<file path="src/rtl/eco_pkg.sv">
// Shared definitions for the ECO patch extractor: sweep FSM states,
// per-output patch classification codes and the vector-count helper.
package eco_pkg;

   typedef enum logic [1:0] {
      IDLE  = 2'd0,
      SWEEP = 2'd1,
      HOLD  = 2'd2,
      DONE  = 2'd3
   } eco_state_e;

   localparam logic [1:0] PK_NONE  = 2'b00;
   localparam logic [1:0] PK_CONST = 2'b01;
   localparam logic [1:0] PK_FUNC  = 2'b10;

   // Number of distinct {a,b} input vectors for IW-bit operands.
   function automatic int vec_count(input int iw);
      return 1 << (2 * iw);
   endfunction

endpackage

</file>
<file path="src/rtl/eco_diff_counter.sv">
// Per-output difference counter: synchronous clear has priority over
// enable; sized by the parent so it can hold the full vector count.
module eco_diff_counter #(
   parameter int W = 9
) (
   input  logic         clk_i,
   input  logic         rst_i,
   input  logic         clr_i,
   input  logic         en_i,
   output logic [W-1:0] cnt_o
);

   logic [W-1:0] cnt_q;
   logic [W-1:0] cnt_d;

   always_comb begin
      cnt_d = cnt_q;
      if (clr_i) begin
         cnt_d = '0;
      end else if (en_i) begin
         cnt_d = cnt_q + 1'b1;
      end
   end

   always_ff @(posedge clk_i or posedge rst_i) begin
      if (rst_i) begin
         cnt_q <= '0;
      end else begin
         cnt_q <= cnt_d;
      end
   end

   assign cnt_o = cnt_q;

endmodule

</file>
<file path="src/rtl/eco_patch_extractor.sv">
// Exhaustive golden-vs-revised sweep that recovers the ECO patch function
// w_eco = y_old ^ y_new, streams differing vectors and classifies each output.
module eco_patch_extractor
   import eco_pkg::*;
#(
   parameter int IW = 4,
   parameter int OW = 4
) (
   input  logic                     clk,
   input  logic                     rst,
   input  logic                     start,
   output logic [IW-1:0]            vec_a,
   output logic [IW-1:0]            vec_b,
   input  logic [OW-1:0]            y_old,
   input  logic [OW-1:0]            y_new,
   output logic                     diff_valid,
   input  logic                     diff_ready,
   output logic [2*IW-1:0]          diff_vec,
   output logic [OW-1:0]            diff_mask,
   output logic                     busy,
   output logic                     done,
   output logic [OW*(2*IW+1)-1:0]   diff_cnt,
   output logic [2*OW-1:0]          patch_kind
);

   localparam int VW = 2 * IW;
   localparam int CW = 2 * IW + 1;
   localparam int NV = vec_count(IW);
   localparam logic [CW-1:0] NV_CNT   = CW'(NV);
   localparam logic [VW-1:0] LAST_IDX = VW'(NV - 1);

   // Handshake: a vector transfers on a rising edge where diff_valid and
   // diff_ready are both high; diff_vec/diff_mask hold while diff_valid is up.
   eco_state_e        state_q, state_d;
   logic [VW-1:0]     idx_q, idx_d;
   logic              valid_q, valid_d;
   logic [VW-1:0]     dvec_q, dvec_d;
   logic [OW-1:0]     dmask_q, dmask_d;
   logic              done_q, done_d;
   logic [2*OW-1:0]   pk_q, pk_d;
   logic [2*OW-1:0]   pk_class;
   logic [OW-1:0]     mism;
   logic [OW-1:0]     cnt_en;
   logic              cnt_clr;
   logic              last_vec;

   assign mism     = y_old ^ y_new;
   assign last_vec = (idx_q == LAST_IDX);

   for (genvar g = 0; g < OW; g++) begin : g_cnt
      eco_diff_counter #(.W(CW)) u_cnt (
         .clk_i (clk),
         .rst_i (rst),
         .clr_i (cnt_clr),
         .en_i  (cnt_en[g]),
         .cnt_o (diff_cnt[g*CW +: CW])
      );
   end

   // Counts are final whenever the FSM decides to enter DONE.
   always_comb begin
      pk_class = '0;
      for (int i = 0; i < OW; i++) begin
         if (diff_cnt[i*CW +: CW] == '0) begin
            pk_class[2*i +: 2] = PK_NONE;
         end else if (diff_cnt[i*CW +: CW] == NV_CNT) begin
            pk_class[2*i +: 2] = PK_CONST;
         end else begin
            pk_class[2*i +: 2] = PK_FUNC;
         end
      end
   end

   always_comb begin
      state_d = state_q;
      idx_d   = idx_q;
      valid_d = valid_q;
      dvec_d  = dvec_q;
      dmask_d = dmask_q;
      done_d  = done_q;
      pk_d    = pk_q;
      cnt_clr = 1'b0;
      cnt_en  = '0;
      case (state_q)
         IDLE, DONE: begin
            if (start) begin
               state_d = SWEEP;
               idx_d   = '0;
               cnt_clr = 1'b1;
               pk_d    = '0;
               done_d  = 1'b0;
            end
         end
         SWEEP: begin
            cnt_en = mism;
            if (mism != '0) begin
               dvec_d  = idx_q;
               dmask_d = mism;
               valid_d = 1'b1;
               state_d = HOLD;
            end else if (last_vec) begin
               state_d = DONE;
               done_d  = 1'b1;
               pk_d    = pk_class;
            end else begin
               idx_d = idx_q + 1'b1;
            end
         end
         HOLD: begin
            if (valid_q && diff_ready) begin
               valid_d = 1'b0;
               if (last_vec) begin
                  state_d = DONE;
                  done_d  = 1'b1;
                  pk_d    = pk_class;
               end else begin
                  idx_d   = idx_q + 1'b1;
                  state_d = SWEEP;
               end
            end
         end
         default: state_d = IDLE;
      endcase
   end

   always_ff @(posedge clk or posedge rst) begin
      if (rst) begin
         state_q <= IDLE;
         idx_q   <= '0;
         valid_q <= 1'b0;
         dvec_q  <= '0;
         dmask_q <= '0;
         done_q  <= 1'b0;
         pk_q    <= '0;
      end else begin
         state_q <= state_d;
         idx_q   <= idx_d;
         valid_q <= valid_d;
         dvec_q  <= dvec_d;
         dmask_q <= dmask_d;
         done_q  <= done_d;
         pk_q    <= pk_d;
      end
   end

   assign vec_a      = idx_q[VW-1:IW];
   assign vec_b      = idx_q[IW-1:0];
   assign diff_valid = valid_q;
   assign diff_vec   = dvec_q;
   assign diff_mask  = dmask_q;
   assign busy       = (state_q == SWEEP) || (state_q == HOLD);
   assign done       = done_q;
   assign patch_kind = pk_q;

endmodule

</file>
<file path="config.mk">
export PLATFORM = sky130hd
export DESIGN_NAME = eco_patch_extractor
export DESIGN_NICKNAME = d
export VERILOG_FILES = /design/src/rtl/eco_pkg.sv /design/src/rtl/eco_diff_counter.sv /design/src/rtl/eco_patch_extractor.sv
export SDC_FILE = /design/constraint.sdc
export NUM_CORES = 1
export LEC_CHECK = 0
export BUFFER_PORTS_ARGS = -buffer_cell sky130_fd_sc_hd__buf_4
export CORE_MARGIN = 2
export CORE_UTILIZATION = 59
export CTS_CLUSTER_DIAMETER = 200
export DETAILED_ROUTE_END_ITERATION = 12
export PLACE_DENSITY = 0.89
export SYNTH_ARGS = -nofsm -noshare
export SYNTH_HDL_FRONTEND = slang
export SYNTH_SLANG_ARGS = --single-unit
</file>
<file path="constraint.sdc">
create_clock -name clk -period 3.2 [get_ports clk]
set_clock_uncertainty 0.1 [all_clocks]
set_input_delay 0.32 -clock clk [delete_from_list [all_inputs] [get_ports clk]]
set_output_delay 0.32 -clock clk [all_outputs]
set_load 0.02 [all_outputs]
</file>
==> metrics.md <==
| Metric | Value |
|---|---|
| Syn Area/Cell | `roughly 9.6 um2` |
| Min-Delay Path Class | `primary input to async pin` |
| Worst setup EP type | `primary output` |
| Maximum number of pins on one net before global-route repair | `about 50` |
| TritonCTS clock tree | `yes` |
| Met3 Use GR | `0.0549` |
| Ant diodes | `0` |
| Vias in the first global route | `3128` |
| Pleak | `about 0.0022 uW` |
| Synth unique cells | `roughly 50` |
| First-pass GRT wire length | `between 15000 and 20000 um` |
| RSZ-0062 raised after global routing | `no` |
| DIE AREA | `about 6700 um2` |
| Non-Filler Instances | `approximately 530` |
| WHS | `0.114 ns` |
| Busiest layer in global routing | `met2` |
| Cell Rows | `28` |
| Worst EP arrival | `2.13 ns` |
| Port bufs | `~80` |
| Syn Inst Count | `373` |
| Max_cap viols | `0` |
| Met2 Usage GRT | `0.496` |
| CP Max Fanout | `18` |
| Ports | `79` |
| Met1 Use GR | `0.375` |
| Final setup vio count | `0` |
| Total Power | `~3500 uW` |
| Via/cell ratio | `roughly 6.2` |
| Routed WL | `9420 um` |
| Worst slew margin | `0.324` |
| Crit path time final | `between 2 and 3 ns` |
| Crit path launch | `state_q[0]$_DFFE_PP0P_` |
| VDD IR max | `between 0.4 and 0.5 mV` |
| Flop2flop setup slack | `around 0.81 ns` |
| Vias | `between 3000 and 4000` |
| Number of fill cells | `approximately 440` |
| First-pass detailed-route iteration total | `5` |
| EDFF count, synth | `0` |
| DR iter-0 viols | `226` |
| DRT antenna net count | `0` |
| PwrDens | `between 700 and 800 nW/um2` |
| Ys flop type | `dfrtp_1` |
| Syn. warnings | `0` |
| Antenna violations before repair | `0` |
| Final hold vios | `0` |
| CTS max path bufs | `2` |
| H-tree depth | `3` |
| Tightest Pin Transition | `a little over 1 ns` |
| Clock slew at reported path FFs | `roughly 0.070 ns` |
| Placed Instances | `just over 500` |
| CTS Buf Count | `9` |
| Worst R2R End | `g_cnt[2].u_cnt.cnt_o[7]$_DFFE_PP0P_` |
| Placer Congestion | `around 0.87` |
| Worst setup endpoint | `busy` |
| Postcts setup bufs | `0` |
| Final instance area | `4500 um2` |
| Fmax | `~390 MHz` |
| Critical path type | `flip-flop to primary output` |
| Clk Tree Root Cell | `clkbuf_8` |
| Slew Limit Fails | `0` |
| Seq cells post-synth | `68` |
| Reg2reg start | `state_q[1]$_DFFE_PP0P_` |
| Remaining Overflow, GRT | `0` |
| Die width | `81.9 um` |
| Clock latency on the worst-skew pair | `roughly 0.35 ns` |
| Routed wire per std cell | `about 18 um` |
| Core area | `approximately 6000 um2` |
| Worst EP required | `around 2.8 ns` |
| Area Growth Syn to Fin | `25.5%` |
| Post-cts sizing count | `0` |
| Hold Buf Count CTS | `0` |
| All-Layer GR Usage | `0.298` |
| # nets final | `~480` |
| DP Area | `4260 um2` |
| Status | `finished, final reports clean` |
| Critical Path Start Type | `flip-flop` |
| Mapped Area | `approximately 3600 um2` |
| Sequential share of the synthesized area | `0.475` |
| Drt drc | `0` |
| Initial core utilization | `0.609` |
| Number of clock sinks | `68` |
| Share of cells above drive strength 1 | `0.245` |
| Mapped Nets | `around 400` |
| Ys async rst share | `1.00` |
| Reg2reg path depth | `5` |
| Crit share post-route | `0.798` |
| DP Wirelength | `around 6500 um` |
| Chip height | `approximately 82 um` |
| Setup TNS | `0 ns` |
[worst min path at each step]
stage	cells after the start	startpoint	endpoint
2_1_floorplan	1	state_q[1]$_DFFE_PP0P_	state_q[1]$_DFFE_PP0P_
3_3_place_gp	2	diff_vec[2]$_DFFE_PP0P_	diff_vec[2]$_DFFE_PP0P_
3_5_place_dp	2	diff_vec[4]$_DFFE_PP0P_	diff_vec[4]$_DFFE_PP0P_
4_1_cts	2	rst	diff_vec[7]$_DFFE_PP0P_
5_1_grt	2	rst	idx_q[1]$_DFFE_PP0P_
6_report	2	rst	diff_vec[6]$_DFFE_PP0P_
[cell type report]
cell class                      instances  area [um2]  area share
Timing Repair Buffer                   84         631       0.140
Clock buffer                           10         128      0.0284
Inverter                               16        60.1      0.0134
Clock inverter                          6         113      0.0250
Sequential cell                        68        1700       0.378
Multi-Input combinational cell        274        1770       0.394
Tap cell                               75        93.8      0.0209
[Yosys cell counts (all sizes together) (3+ instances only)]
library cell | n | area (um2)
dfrtp | 68 | 1700
nand2 | 58 | 220
nor2 | 29 | 109
xor2 | 20 | 198
nand4 | 18 | 113
nand3 | 17 | 85.1
a21oi | 16 | 80.1
inv | 15 | 56.3
o21ai | 13 | 65.1
and2 | 12 | 75.1
ha | 11 | 138
clkbuf | 8 | 30.0
buf | 7 | 31.3
o311ai | 7 | 61.3
xnor2 | 7 | 61.3
a32o | 6 | 60.1
and4 | 6 | 52.6
nor4 | 6 | 52.6
o31ai | 5 | 37.5
or3 | 5 | 31.3
and3 | 4 | 25.0
a31oi | 3 | 18.8
nand2b | 3 | 18.8
nor3 | 3 | 20.0
o211ai | 3 | 22.5
or4b | 3 | 30.0
[state kept, by name (all words and copies together), names as in the netlist]
name and cells:
diff_vec 8, g_cnt.u_cnt.cnt_o 36, done 1, idx_q 8, diff_mask 4, patch_kind 8
diff_valid 1, state_q 2
[layer usage]
metal / up-vias / wire length, um
met5: - / 0
met4: 0 / 231
met3: 30 / 650
met2: 174 / 4880
met1: 1632 / 3660
li1: 1494 / -
[layout by cell type, fill, tap and decap left out, types with 3 or more instances in the layout]
cell type and instances:
xnor2_1 7, a21oi_1 16, ha_1 11, o311ai_1 3, xor2_2 3, and4_1 6, a31oi_1 3, nor2_1 29
o21ai_0 13, o211ai_1 3, a32o_1 6, dfrtp_1 68, and2_1 12, or3_1 5, nand4_1 18, nor4_1 5
nand2_1 57, bufinv_16 3, xor2_1 17, clkbuf_8 9, o311ai_0 4, clkinvlp_4 3, nand2b_1 3, or4b_2 3
o31ai_1 5, and3_1 4, inv_1 14, nand3_1 17, buf_4 84
[power by group]
group	total [uW]	switching (uW)	internal [uW]
Clock	858	341	517
Sequential	1150	149	998
Combinational	1510	981	528
Total	3510	1470	2040
[worst max-delay path: stages, from the launching register on]
cell and delay, ns:
dfrtp_1 0.36, inv_1 0.06, ha_1 0.68, clkinv_1 0.42, buf_4 0.27
[cell families after synthesis]
group / Yosys count / share of synthesized area
multiplexers: 2 / 0.00594
buffers and inverters: 31 / 0.0339
XOR/XNOR: 27 / 0.0723
AO/OA/AOI/OAI: 67 / 0.136
flip-flops: 68 / 0.475
AND/OR/NAND/NOR: 167 / 0.239
adder cells (fa/ha/maj): 11 / 0.0384
[metrics by stage]
stage | worst slack [ns] | util
6_report | 0.645 | 0.764
5_1_grt | 0.576 | 0.764
4_1_cts | 0.690 | 0.764
3_5_place_dp | 0.873 | 0.723
3_3_place_gp | 0.919 | 0.723
2_1_floorplan | 1.07 | -
Note: power is estimated with default switching activity, not from simulation.
